`src/rtl/serial_adder_w.sv`:
```
// Bit-serial adder/subtractor: one full-adder slice plus a carry flop walks two
// WIDTH-bit operands LSB-first under a start/done handshake, with optional accumulate.
module serial_adder_w #(
  parameter int WIDTH = 8
) (
  input  logic             clk,
  input  logic             rst,
  input  logic             start,
  input  logic             sub,
  input  logic             acc,
  input  logic [WIDTH-1:0] a,
  input  logic [WIDTH-1:0] b,
  input  logic             cin,
  output logic             busy,
  output logic             done,
  output logic [WIDTH-1:0] sum,
  output logic             cout,
  output logic             ovf
);

  localparam int CW = $clog2(WIDTH + 1);

  typedef enum logic [1:0] {
    IDLE = 2'd0,
    RUN  = 2'd1,
    DONE = 2'd2
  } state_t;

  state_t           state;
  logic [WIDTH-1:0] opa;
  logic [WIDTH-1:0] opb;
  logic [WIDTH-1:0] work;
  logic             carry;
  logic [CW-1:0]    cnt;

  logic             bit_sum;
  logic             carry_next;
  logic [WIDTH-1:0] work_next;

  // Full-adder slice on the operand LSBs; the new bit enters the working sum at the MSB.
  always_comb begin
    bit_sum    = opa[0] ^ opb[0] ^ carry;
    carry_next = (opa[0] & opb[0]) | (opa[0] & carry) | (opb[0] & carry);
    work_next  = (work >> 1) | (WIDTH'(bit_sum) << (WIDTH - 1));
  end

  // Control FSM with datapath registers; accepting in DONE gives back-to-back operation.
  always_ff @(posedge clk or posedge rst) begin
    if (rst) begin
      state <= IDLE;
      busy  <= 1'b0;
      done  <= 1'b0;
      sum   <= '0;
      cout  <= 1'b0;
      ovf   <= 1'b0;
      opa   <= '0;
      opb   <= '0;
      work  <= '0;
      carry <= 1'b0;
      cnt   <= '0;
    end else begin
      case (state)
        IDLE, DONE: begin
          done <= 1'b0;
          if (start) begin
            // Subtraction is A + ~B + ~borrow, so the borrow-in is inverted into the carry.
            opa   <= acc ? sum : a;
            opb   <= sub ? ~b : b;
            carry <= sub ? ~cin : cin;
            cnt   <= '0;
            busy  <= 1'b1;
            state <= RUN;
          end else begin
            busy  <= 1'b0;
            state <= IDLE;
          end
        end
        RUN: begin
          opa   <= opa >> 1;
          opb   <= opb >> 1;
          work  <= work_next;
          carry <= carry_next;
          cnt   <= cnt + CW'(1);
          if (cnt == CW'(WIDTH - 1)) begin
            sum   <= work_next;
            cout  <= carry_next;
            ovf   <= carry ^ carry_next;
            busy  <= 1'b0;
            done  <= 1'b1;
            state <= DONE;
          end else begin
            busy  <= 1'b1;
            done  <= 1'b0;
            state <= RUN;
          end
        end
        default: begin
          busy  <= 1'b0;
          done  <= 1'b0;
          state <= IDLE;
        end
      endcase
    end
  end

endmodule

```
`config.mk`:
```
export PLATFORM = sky130hd
export DESIGN_NAME = serial_adder_w
export DESIGN_NICKNAME = d
export VERILOG_FILES = /design/src/rtl/serial_adder_w.sv
export SDC_FILE = /design/constraint.sdc
export NUM_CORES = 1
export LEC_CHECK = 0
export CAP_MARGIN = 25
export CORE_MARGIN = 10
export CORE_UTILIZATION = 51
export CTS_CLUSTER_SIZE = 12
export DETAILED_ROUTE_END_ITERATION = 8
export PLACE_DENSITY = 0.78
export SLEW_MARGIN = 5
export SYNTH_ARGS = -nofsm -noshare
export SYNTH_HDL_FRONTEND = slang
export SYNTH_SLANG_ARGS = --single-unit
```
`constraint.sdc`:
```
create_clock -name clk -period 1.9 [get_ports clk]
set_input_delay 0.38 -clock clk [delete_from_list [all_inputs] [get_ports clk]]
set_output_delay 0.38 -clock clk [all_outputs]
set_load 0.01 [all_outputs]
```
# --- Word-level counts from Yosys, hierarchy flattened ---
# Cells that the tools add are included.
totals:
  word_cells: 51
  out_inout_bits: 12
  inputBits: 22
  register_bits: 43
op_classes:
  add_sub_neg: 1
  mux: 19
  reduce_logical: 5
  n_eq_ne: 4
  n_bitwise: 11
ops:
  columns: ["op", "n"]
  rows:
  - ["two-way mux 8 bit", 4]
  - ["one-hot mux 8 bit (2 select lines)", 2]
  - ["NOT 8 bit", 1]
  - ["bitwise OR 7 x 8 -> 8 bit", 1]
  - ["one-hot mux 4 bit (2 select lines)", 1]
  - ["two-way mux 1 bit", 7]
  - ["adder 4 x 1 -> 4 bit (second input constant)", 1]
  - ["== test 4 x 3 -> 1 bit (second input constant)", 1]
  - ["two-way mux 4 bit", 1]
  - ["one-hot mux 1 bit (2 select lines)", 2]
  - ["one-hot mux 2 bit (2 select lines)", 1]
  - ["AND reduction 2 bit", 2]
  - ["bitwise AND 1 bit", 3]
  - ["bitwise XOR 1 bit", 3]
  - ["== test 2 x 1 -> 1 bit (second input constant)", 1]
  - ["== test 2 bit (second input constant)", 1]
  - ["zero test 2 bit", 1]
  - ["two-way mux 2 bit", 1]
  - ["inequality test 2 bit (second input constant)", 1]
  - ["bitwise OR 1 bit", 2]
  - ["nonzero test 2 bit", 1]
  - ["OR reduction 2 bit", 1]
  - ["NOT 1 bit", 1]

# --- Depth between registers and ports, before layout ---
logic_depth:
  depth_word: 4
  depth_mapped: 5
  mapped_depth_nobuf: 4

# --- Least setup slack after synthesis ---
# OpenSTA, ideal clock, no wires.
synth_path:
  path_kind: "reg2reg"
  from: "register cnt[0]"
  to: "register cout"
  synth_period_minus_slack_ps: 1454
  required_time_ps: 1775
  setup_ps: 125
  stages_incl_launch_ff: 6
  arrival_ps: 1329
  n_path_buf: 1
  path_slack_ps: 446
  path_cell_list: "dfrtp_1 -> ha_1 -> nand2_1 -> nor3b_2 -> buf_6 -> mux2_2"
synth_between:
  elab_chain_len: 2
synth_lines:
  columns: ["element", "line", "source"]
  rows:
  - ["from (decl)", "34", "logic [CW-1:0] cnt;"]
  - ["from (signal assigned)", "83", "cnt <= cnt + CW'(1);"]
  - ["== test 4 x 3 -> 1 bit", "84", "if (cnt == CW'(WIDTH - 1)) begin"]
  - ["AND reduction 2 bit (no source line)", null, null]
  - ["to (signal assigned)", "86", "cout <= carry_next;"]
  - ["to (decl)", "17", "output logic cout,"]
# No other way between the ends.
# A chain may end at the register's enable or synchronous reset.

# --- Worst setup path after layout ---
layout_path:
  from: "register sum[5]"
  to: "output sum[5]"
layout_rtl:
  columns: ["element", "line", "source"]
  rows:
  - ["from (decl)", "16", "output logic [WIDTH-1:0] sum,"]
  - ["from (signal assigned)", "85", "sum <= work_next;"]
# No word-level cell between the ends.

==> results.sh <==
export IMPL_outcome="finished, final reports clean"
export IMPL_hold_violations=0
export IMPL_max_freq_ghz=0.574
export IMPL_syn_area_sq_um=1830
export IMPL_clock_skew_ns=0.0116
export IMPL_switching_share_pct=33.4
export IMPL_rows=21
export IMPL_crit_type="reg -> out"
export IMPL_cts_sinks=41
export IMPL_leakagePower_uw=0.00104
export IMPL_crit_path_start_kind="register"
export IMPL_first_pass_iters=4
export IMPL_drcViolationCount=0
export IMPL_avgRoutedWirePerCell_um=17.5
export IMPL_power_density_nw_per_um2=1540
export IMPL_nets=203
export IMPL_cp_slowest_stage_delay_ns=0.56
export IMPL_path_delay_family="buffers and inverters"
export IMPL_overflow=0
export IMPL_cts_made_buffers=5
export IMPL_antenna_found_initial=0
export IMPL_worstPathMaxFanout=3
export IMPL_tightest_slew_ns=0.693
export IMPL_wirelength_um=3960
export IMPL_stdcell_count=226
export IMPL_cts_tree="done"
export IMPL_clk_latency_ns=0.36
export IMPL_grt_use_total_pct=13.7
export IMPL_rsz0062_at_grt="false"
export IMPL_intPower_uw=2400
export IMPL_start_util_pct=54.0
export IMPL_place_port_buffers=33
export IMPL_seq_area_frac_synth_pct=56.1
export IMPL_finalWorstSetupSlack_ns=0.157
export IMPL_io_pins=34
export IMPL_hp_class="in -> async"
export IMPL_gp_congestion=0.818
export IMPL_cts_root_buf="clkbuf_4"
export IMPL_num_antenna_cells=0
export IMPL_dpl_instance_area_sq_um=2250
export IMPL_die_area_sq_um=6380
export IMPL_post_cts_resize_count=0
export IMPL_ctsHoldBuffers=0
export IMPL_post_drt_via_cell_ratio=5.55
export IMPL_fp_dieH_um=79.9
export IMPL_switchingPower_uw=1200
export IMPL_postSynthCellCount=138
export IMPL_slew_headroom_pct=53.7
export IMPL_clkPwrFrac_pct=16.2
export IMPL_post_place_ws_ns=0.0145
export IMPL_synth_nets=162
export IMPL_synth_distinct_cells=25
export IMPL_required_ns=1.52
export IMPL_final_design_area_no_fill_sq_um=2330
export IMPL_ant_nets=0
export IMPL_slew_viol_final=0
export IMPL_endpoint_kind="primary output"
export IMPL_core_sq_um=3390
export IMPL_cts_setup_buffers=0
export IMPL_finalPower_uw=3600
export IMPL_yosys_warnings=0
export IMPL_ctsHtreeMaxLevel=2
export IMPL_critPathBufInv=1
export IMPL_seqPwrFrac_pct=43.4
export IMPL_grt_max_degree=42
export IMPL_avgSynthCellArea_sq_um=13.3
export IMPL_comb_power_share_pct=40.4
export IMPL_grt_pass1_wl_um=6910
export IMPL_finalCritPeriodShare_pct=91.7
export IMPL_fin_crit_ns=1.74
export IMPL_dp_final_hpwl_um=3000
export IMPL_crit_arrival_ns=1.36
export IMPL_drtIter0Drc=70
export IMPL_placed_cells=218
export IMPL_yosys_register_bits=41
export IMPL_crit_chain="clkdlybuf4s50_1"
export IMPL_drv_cap=0
export IMPL_setup_tns_ns=0
export IMPL_syn_to_final_growth_pct=27.5
export IMPL_vdd_drop_max_uv=789
export IMPL_setup_viol=0
export IMPL_cts_path_max_buffers=2
export IMPL_via_count=1254
export IMPL_drive_above_1_share_pct=21.1
export IMPL_clk_pin_slew_ns=0.13
export IMPL_crit_slowest_cell="clkdlybuf4s50_1"
export IMPL_grt_pass1_vias=1417
export IMPL_die_width_um=79.9
-- per-layer routing --
| layer | part of all wire (%) | track usage (%) | vias up |
|---|---|---|---|
| li1 | - | - | 588 |
| met1 | 42 | 16.3 | 625 |
| met2 | 51 | 22.9 | 31 |
| met3 | 4.0 | 3.72 | 10 |
| met4 | 2.3 | 5.46 | 0 |
| met5 | 0 | 0 | - |
-- worst reg2reg max path: cells and delay by family, from the launching register on --
kind	cells	cell delay [ns]
multiplexers	1	0.36
flip-flops	1	0.42
adder cells (fa/ha/maj)	1	0.21
AND/OR/NAND/NOR	2	0.34
buffers and inverters	1	0.23
-- path summary, 6_finish.rpt --
path	to	start	slack [ns]	cells after the start
max in group asynchronous	opb[3]	rst	1.12	3
setup reg to reg	sum[1]	cnt[0]	0.26	5
min in group clk	cout	cout	0.53	1
hold reg to reg	cout	cout	0.53	1
hold / removal	sum[3]	rst	0.41	3
setup / recovery	sum[5]	sum[5]	0.16	1
-- state kept, by name (all words and copies together) (netlist names) --
name   flops
carry      1
cnt        4
cout       1
done       1
opa        8
opb        8
ovf        1
state      2
sum        8
work       7
-- power groups by stage --
| stage | combinational, uW | clock [uW] | sequential (uW) |
|---|---|---|---|
| floorplan | 941 | 0 | 1530 |
| global placement | 1400 | 0 | 1550 |
| detailed placement | 1480 | 0 | 1580 |
| CTS | 1480 | 589 | 1570 |
| global route | 1610 | 619 | 1630 |
| finish | 1450 | 583 | 1560 |
-- cell families (layout without fill, tap and decap cells) --
kind of cell,after synthesis,after routing,synth area share [%]
AO/OA/AOI/OAI,20,20,10.4
XOR/XNOR,11,11,5.27
adder cells (fa/ha/maj),2,2,1.78
buffers and inverters,10,52,3.28
flip-flops,41,41,56.1
multiplexers,27,27,15.9
AND/OR/NAND/NOR,27,27,7.25
-- placed cells by master, fill, tap and decap left out --
cell type / instances
buf_12: 1
mux2_2: 17
nand2b_1: 1
mux2i_1: 10
and2b_1: 1
nor2b_2: 1
xor2_1: 2
o21ai_0: 1
a221o_1: 15
nand4_1: 1
clkinv_4: 1
clkinvlp_4: 1
xnor2_1: 9
nor3b_2: 1
buf_4: 9
fa_1: 1
bufinv_16: 1
clkbuf_4: 5
nor3b_1: 1
nand2_1: 3
dfrtp_1: 41
o2bb2ai_1: 1
nor2b_1: 1
inv_1: 1
nor2_2: 1
a22o_1: 3
clkdlybuf4s50_1: 33
nor2_1: 16
ha_1: 1
-- through the flow --
stage / hold WS (ns) / util [%]
2_1_floorplan: 0.457 / -
3_3_place_gp: 0.473 / 66.3
3_5_place_dp: 0.499 / 66.3
4_1_cts: 0.423 / 68.8
5_1_grt: 0.481 / 68.8
6_report: 0.414 / 68.8
-- Yosys cell counts (all sizes together) --
cell type	instances	area share [%]
a221o	15	8.2
a22o	3	1.4
and2b	1	0.41
buf	9	3.1
dfrtp	41	56
fa	1	1.1
ha	1	0.68
inv	1	0.21
mux2	17	10
mux2i	10	5.5
nand2	3	0.62
nand2b	1	0.34
nand4	1	0.34
nor2	17	3.6
nor2b	2	0.82
nor3b	2	1.1
o21ai	1	0.27
o2bb2ai	1	0.48
xnor2	9	4.3
xor2	2	0.96
-- area by class of cell --
class,instances,area (sq um)
clock inverters,3,46.3
clock buffers,5,37.5
well taps,46,57.6
fillers,248,1060
flip-flops and latches,41,1030
repair buffers,43,418
multi-input cells,87,743
inverters,1,3.75
Note: power is estimated with default switching activity, not from simulation.
